### config.mk
export PLATFORM = sky130hd
export DESIGN_NAME = mem_wb_stage
export DESIGN_NICKNAME = d
export VERILOG_FILES = /design/src/rtl/mem_wb_stage_pkg.sv /design/src/rtl/sram_req_fsm.sv /design/src/rtl/mem_wb_stage.sv
export SDC_FILE = /design/constraint.sdc
export NUM_CORES = 1
export LEC_CHECK = 0
export ABC_CLOCK_PERIOD_IN_PS = 7600
export CORE_MARGIN = 2
export CORE_UTILIZATION = 46
export CTS_BUF_LIST = sky130_fd_sc_hd__clkbuf_8
export DETAILED_ROUTE_END_ITERATION = 7
export MAX_ROUTING_LAYER = met4
export PLACE_DENSITY = 0.95
export SETUP_SLACK_MARGIN = 0.3
export SYNTH_ARGS = -nofsm -noshare
export SYNTH_HDL_FRONTEND = slang
export SYNTH_SLANG_ARGS = --single-unit
### constraint.sdc
create_clock -name clk -period 7.6 [get_ports clk]
set_clock_uncertainty 0.15 [all_clocks]
set_input_delay 2.28 -clock clk [delete_from_list [all_inputs] [get_ports clk]]
set_output_delay 2.28 -clock clk [all_outputs]
set_load 0.03 [all_outputs]
### src/rtl/mem_wb_stage_pkg.sv
// Shared types and default parameters for the MEM/WB stage.
package mem_wb_stage_pkg;

  typedef enum logic {
    IDLE = 1'b0,
    BUSY = 1'b1
  } state_e;

  localparam int unsigned ADDR_BASE_DEF   = 1024;
  localparam int unsigned ADDR_W_DEF      = 18;
  localparam int unsigned TIMEOUT_CYC_DEF = 15;

endpackage

### src/rtl/sram_req_fsm.sv
// SRAM request sequencer: IDLE/BUSY state plus the BUSY-cycle timeout counter.
module sram_req_fsm
  import mem_wb_stage_pkg::*;
#(
  parameter int unsigned TIMEOUT_CYC = TIMEOUT_CYC_DEF
) (
  input  logic clk,
  input  logic rst_n,
  input  logic start_i,
  input  logic ack_i,
  output logic busy_o,
  output logic done_o,
  output logic timeout_o
);

  localparam int unsigned CNT_W = (TIMEOUT_CYC > 1) ? $clog2(TIMEOUT_CYC) : 1;
  localparam logic [CNT_W-1:0] CNT_LAST = CNT_W'(TIMEOUT_CYC - 1);

  state_e           state_q;
  logic [CNT_W-1:0] cnt_q;
  logic             last_c;

  assign last_c    = (cnt_q == CNT_LAST);
  assign busy_o    = (state_q == BUSY);
  // Ack wins over the timeout when both land in the final BUSY cycle.
  assign done_o    = busy_o & ack_i;
  assign timeout_o = busy_o & ~ack_i & last_c;

  // State and counter: count BUSY cycles from 0, leave on ack or on the last allowed cycle.
  always_ff @(posedge clk or negedge rst_n) begin
    if (!rst_n) begin
      state_q <= IDLE;
      cnt_q   <= '0;
    end else begin
      case (state_q)
        IDLE: begin
          cnt_q <= '0;
          if (start_i) state_q <= BUSY;
        end
        BUSY: begin
          if (ack_i || last_c) begin
            state_q <= IDLE;
            cnt_q   <= '0;
          end else begin
            cnt_q <= cnt_q + CNT_W'(1);
          end
        end
        default: begin
          state_q <= IDLE;
          cnt_q   <= '0;
        end
      endcase
    end
  end

endmodule

### src/rtl/mem_wb_stage.sv
// MEM/WB pipeline stage: issues one SRAM access per load/store and registers the write-back port.
module mem_wb_stage
  import mem_wb_stage_pkg::*;
#(
  parameter int unsigned ADDR_BASE   = ADDR_BASE_DEF,
  parameter int unsigned ADDR_W      = ADDR_W_DEF,
  parameter int unsigned TIMEOUT_CYC = TIMEOUT_CYC_DEF
) (
  input  logic              clk,
  input  logic              rst,
  input  logic              valid_in,
  input  logic              mem_r_en_in,
  input  logic              mem_w_en_in,
  input  logic              wb_en_in,
  input  logic [3:0]        dest_in,
  input  logic [31:0]       alu_res_in,
  input  logic [31:0]       st_val_in,
  output logic              sram_req,
  output logic              sram_we,
  output logic [ADDR_W-1:0] sram_addr,
  output logic [31:0]       sram_wdata,
  input  logic [31:0]       sram_rdata,
  input  logic              sram_ack,
  output logic              freeze,
  output logic              write_back_en,
  output logic [3:0]        dest_wb,
  output logic [31:0]       result_wb,
  output logic              mem_err
);

  logic              mem_op_c;
  logic              start_c;
  logic              busy;
  logic              done_c;
  logic              timeout_c;
  logic [ADDR_W-1:0] addr_c;

  logic              we_q;
  logic [ADDR_W-1:0] addr_q;
  logic [31:0]       wdata_q;
  logic [3:0]        dest_cap_q;
  logic              wb_en_cap_q;

  logic              wb_en_q;
  logic [3:0]        dest_wb_q;
  logic [31:0]       result_wb_q;
  logic              mem_err_q;

  assign mem_op_c = valid_in & (mem_r_en_in | mem_w_en_in);
  assign start_c  = ~busy & mem_op_c;
  // Byte address relative to the SRAM base, turned into a word index; wrap is allowed.
  assign addr_c   = ADDR_W'((alu_res_in - 32'(ADDR_BASE)) >> 2);

  sram_req_fsm #(
    .TIMEOUT_CYC(TIMEOUT_CYC)
  ) u_req_fsm (
    .clk      (clk),
    .rst_n    (rst),
    .start_i  (start_c),
    .ack_i    (sram_ack),
    .busy_o   (busy),
    .done_o   (done_c),
    .timeout_o(timeout_c)
  );

  // Stall from the issuing cycle until the cycle the access resolves.
  assign freeze = start_c | (busy & ~done_c & ~timeout_c);

  assign sram_req      = busy;
  assign sram_we       = we_q;
  assign sram_addr     = addr_q;
  assign sram_wdata    = wdata_q;
  assign write_back_en = wb_en_q;
  assign dest_wb       = dest_wb_q;
  assign result_wb     = result_wb_q;
  assign mem_err       = mem_err_q;

  // Capture the memory request on entry to BUSY; a simultaneous read+write is a write.
  always_ff @(posedge clk or negedge rst) begin
    if (!rst) begin
      we_q        <= 1'b0;
      addr_q      <= '0;
      wdata_q     <= '0;
      dest_cap_q  <= '0;
      wb_en_cap_q <= 1'b0;
    end else if (start_c) begin
      we_q        <= mem_w_en_in;
      addr_q      <= addr_c;
      wdata_q     <= st_val_in;
      dest_cap_q  <= dest_in;
      wb_en_cap_q <= wb_en_in;
    end
  end

  // One-cycle write-back register and sticky timeout flag.
  always_ff @(posedge clk or negedge rst) begin
    if (!rst) begin
      wb_en_q     <= 1'b0;
      dest_wb_q   <= '0;
      result_wb_q <= '0;
      mem_err_q   <= 1'b0;
    end else begin
      wb_en_q <= 1'b0;
      if (busy) begin
        if (done_c && !we_q) begin
          wb_en_q     <= wb_en_cap_q;
          dest_wb_q   <= dest_cap_q;
          result_wb_q <= sram_rdata;
        end else if (timeout_c) begin
          mem_err_q <= 1'b1;
        end
      end else if (valid_in && !mem_op_c) begin
        wb_en_q     <= wb_en_in;
        dest_wb_q   <= dest_in;
        result_wb_q <= alu_res_in;
      end
    end
  end

endmodule

==> flow_metrics.tcl <==
set metrics [dict create \
    synthCells 303 \
    final_cell_mix "196 x clkdlybuf4s50_1, 116 x mux2_2, 98 x dfrtp_1, 9 x o21ai_0, 9 x clkbuf_8" \
    critical_path_class "primary input to output pin" \
    hold_slack_ns 0.3536 \
    synth_top_area_share 0.5759 \
    min_period_ns 6.365 \
    rrSetupSlack_ns 4.91 \
    status "finished clean" \
    placed_cell_area_um2 6370 \
    arrival_ns 3.94 \
    reg2reg_from "u_req_fsm.busy_o" \
    r2r_cells 3 \
    syn_area_um2 4302 \
    rsz0062_at_grt "false" \
    synth_nets 413 \
    antenna_cells 0 \
    finalMaxSlewViolations 0 \
    cts_hold_buffers 0 \
    use_met2 0.3810 \
    cts_tree "yes" \
    cts_max_path_buffers 2 \
    clock-sinks 99 \
    overflow 0 \
    antenna_left 0 \
    synth_cell_types 28 \
    fin_crit_sh 0.8375 \
    met3_usage 0.04022 \
    path_cells "clkdlybuf4s50_1 > nor2b_1 > buf_4 > nand2_1 > nand2_1 > clkdlybuf4s50_1" \
    rows 35 \
    place.gp.congestion 0.7920 \
    ios 198 \
    p_leak_nw 2.668 \
    top_usage_layer "met2" \
    htree_levels 3 \
    cp-endpoint "freeze" \
    vias_per_cell 5.262 \
    syn_area_per_cell_um2 14.20 \
    fin_tns_setup_ns 0 \
    peakVddDrop_mv 0.1938 \
    dp_hpwl_um 8065 \
    crit_slowest_cell "clkdlybuf4s50_1" \
    grt_use_met1 0.2746 \
    clk_latency_ns 0.35 \
    yosysTopAreaCell "dfrtp_1" \
    drtPass1Iterations 4 \
    die_h_um 100.7 \
    drtIter0Drc 90 \
    antenna_found_initial 0 \
    grt_pass1_vias 3389 \
    drive_gt1_frac 0.2863 \
    drc_errors 0 \
    synth_area_leaders "dfrtp_1 58%, mux2_2 30%, buf_2 1.2%" \
    clock-root-buffer "clkbuf_8" \
    nets 608 \
    yosysWarnings 0 \
    clkTransAtPathRegs_ns 0.10 \
    drt-total-wl_um 10950 \
    crit_start "valid_in" \
    avgRoutedWirePerCell_um 17.83 \
    die_width_um 100.7 \
    worstPathMaxFanout 11 \
    clock.fmax_ghz 0.1571 \
    cp-start-kind "primary input" \
    hold_path.class "register to register" \
    total_power_mw 2.131 \
    end_kind "output pin" \
    grt_use_total 0.2233 \
    utilization 0.7211 \
    numCtsBuffers 9 \
    ys_seq_area_frac 0.5759 \
    final_area_um2 6600 \
    post_cts_buffers 0 \
    required_ns 5.17 \
    numPortBuffers 197 \
    design.die.area_um2 10140 \
    min_from "mem_err" \
    maxCapViolCount 0 \
    setup_viol 0 \
    final-hold-violation-count 0 \
    worst_slew_pin_slew_ns 1.060 \
    p_per_area_nw_per_um2 322.9 \
    cp_slowest_stage_delay_ns 0.68 \
    ys_seq_elements 99 \
    reg2reg_to "sram_wdata[19]" \
    slew_headroom 0.2919 \
    vias 3231 \
    coreArea_um2 9153 \
    final_common_cell "clkdlybuf4s50_1" \
    start_util 0.4700 \
    syn_to_final_growth_pct 53.43 \
    grt_pass1_wl_um 17040 \
    grt_max_degree 69 \
    ctsResizeCount 0 \
]
worst max-delay path, delay by kind of cell:
family                 cells  cell delay, ns
buffers and inverters      3            1.37
and+or+nand+nor            3            0.28
cell families (layout without fill, tap and decap cells):
kind of cell	count (synthesis)	count (layout)	share of synthesized area
buffers and inverters	19	219	0.01949
DFF	99	99	0.5759
AOI/OAI and AO/OA	28	28	0.03927
adders and majority gates	3	3	0.008727
muxes	116	116	0.3037
xor gates and xnor gates	4	4	0.008146
and+or+nand+nor	34	34	0.04480
registers in the layout, indices dropped and copies added, names as in the netlist:
| name | flops |
|---|---|
| result_wb | 32 |
| sram_wdata | 32 |
| sram_addr | 18 |
| dest_cap_q | 4 |
| dest_wb | 4 |
| u_req_fsm.cnt_q | 4 |
| mem_err | 1 |
| sram_we | 1 |
| u_req_fsm.busy_o | 1 |
| wb_en_cap_q | 1 |
| write_back_en | 1 |
synth_stat cells:
| cell | number |
|---|---|
| xor2_1 | 1 |
| nor3b_1 | 1 |
| a31oi_1 | 6 |
| nand2b_1 | 5 |
| mux2_2 | 116 |
| or4_2 | 1 |
| a21oi_1 | 6 |
| or3_1 | 1 |
| ha_1 | 3 |
| or4_4 | 1 |
| or4b_2 | 1 |
| inv_1 | 3 |
| or4_1 | 3 |
| nand3_1 | 4 |
| xnor2_1 | 3 |
| nor2_1 | 6 |
| a22o_1 | 2 |
| o21ai_0 | 9 |
| or2_2 | 1 |
| clkbuf_1 | 6 |
| buf_2 | 10 |
| o41ai_1 | 1 |
| dfrtp_1 | 99 |
| o21bai_1 | 1 |
| o31ai_1 | 3 |
| or3_2 | 1 |
| nand2_1 | 7 |
| nor2b_1 | 2 |
per-layer routing:
layer / up-vias / share of wire
met4: 0 / 0.011
met2: 135 / 0.52
met1: 1609 / 0.41
met5: - / 0
li1: 1479 / -
met3: 8 / 0.062
final cells by class:
cell class	instances	area, µm²
clock inverters	7	106.4
fillers	641	2552
multi-input cells	185	1749
inverters	3	11.26
clock buffers	9	123.9
flip-flops and latches	99	2479
repair buffers	200	1992
well taps	111	138.9
worst min path at each step:
stage / endpoint / slack [ns] / depth (start not counted)
after floorplan: u_req_fsm.cnt_q[0] / 0.30 / 1
after global placement: u_req_fsm.cnt_q[0] / 0.32 / 1
after detailed placement: mem_err / 0.33 / 1
after CTS: mem_err / 0.36 / 1
after global routing: dest_wb[1] / 0.37 / 1
final: mem_err / 0.35 / 1
power by group:
part           switching, mW  internal (mW)  total (mW)
clock                  0.193          0.191       0.385
sequential            0.0986          0.688       0.787
combinational          0.495          0.464       0.960
total                  0.787           1.34        2.13
metrics by stage:
step / setup WS [ns] / cells
global placement: 1.249 / 598
floorplan: 1.778 / 303
finish: 1.235 / 614
detailed placement: 1.238 / 598
CTS: 1.229 / 614
global route: 1.158 / 614
(Power assumes the default switching activity.)
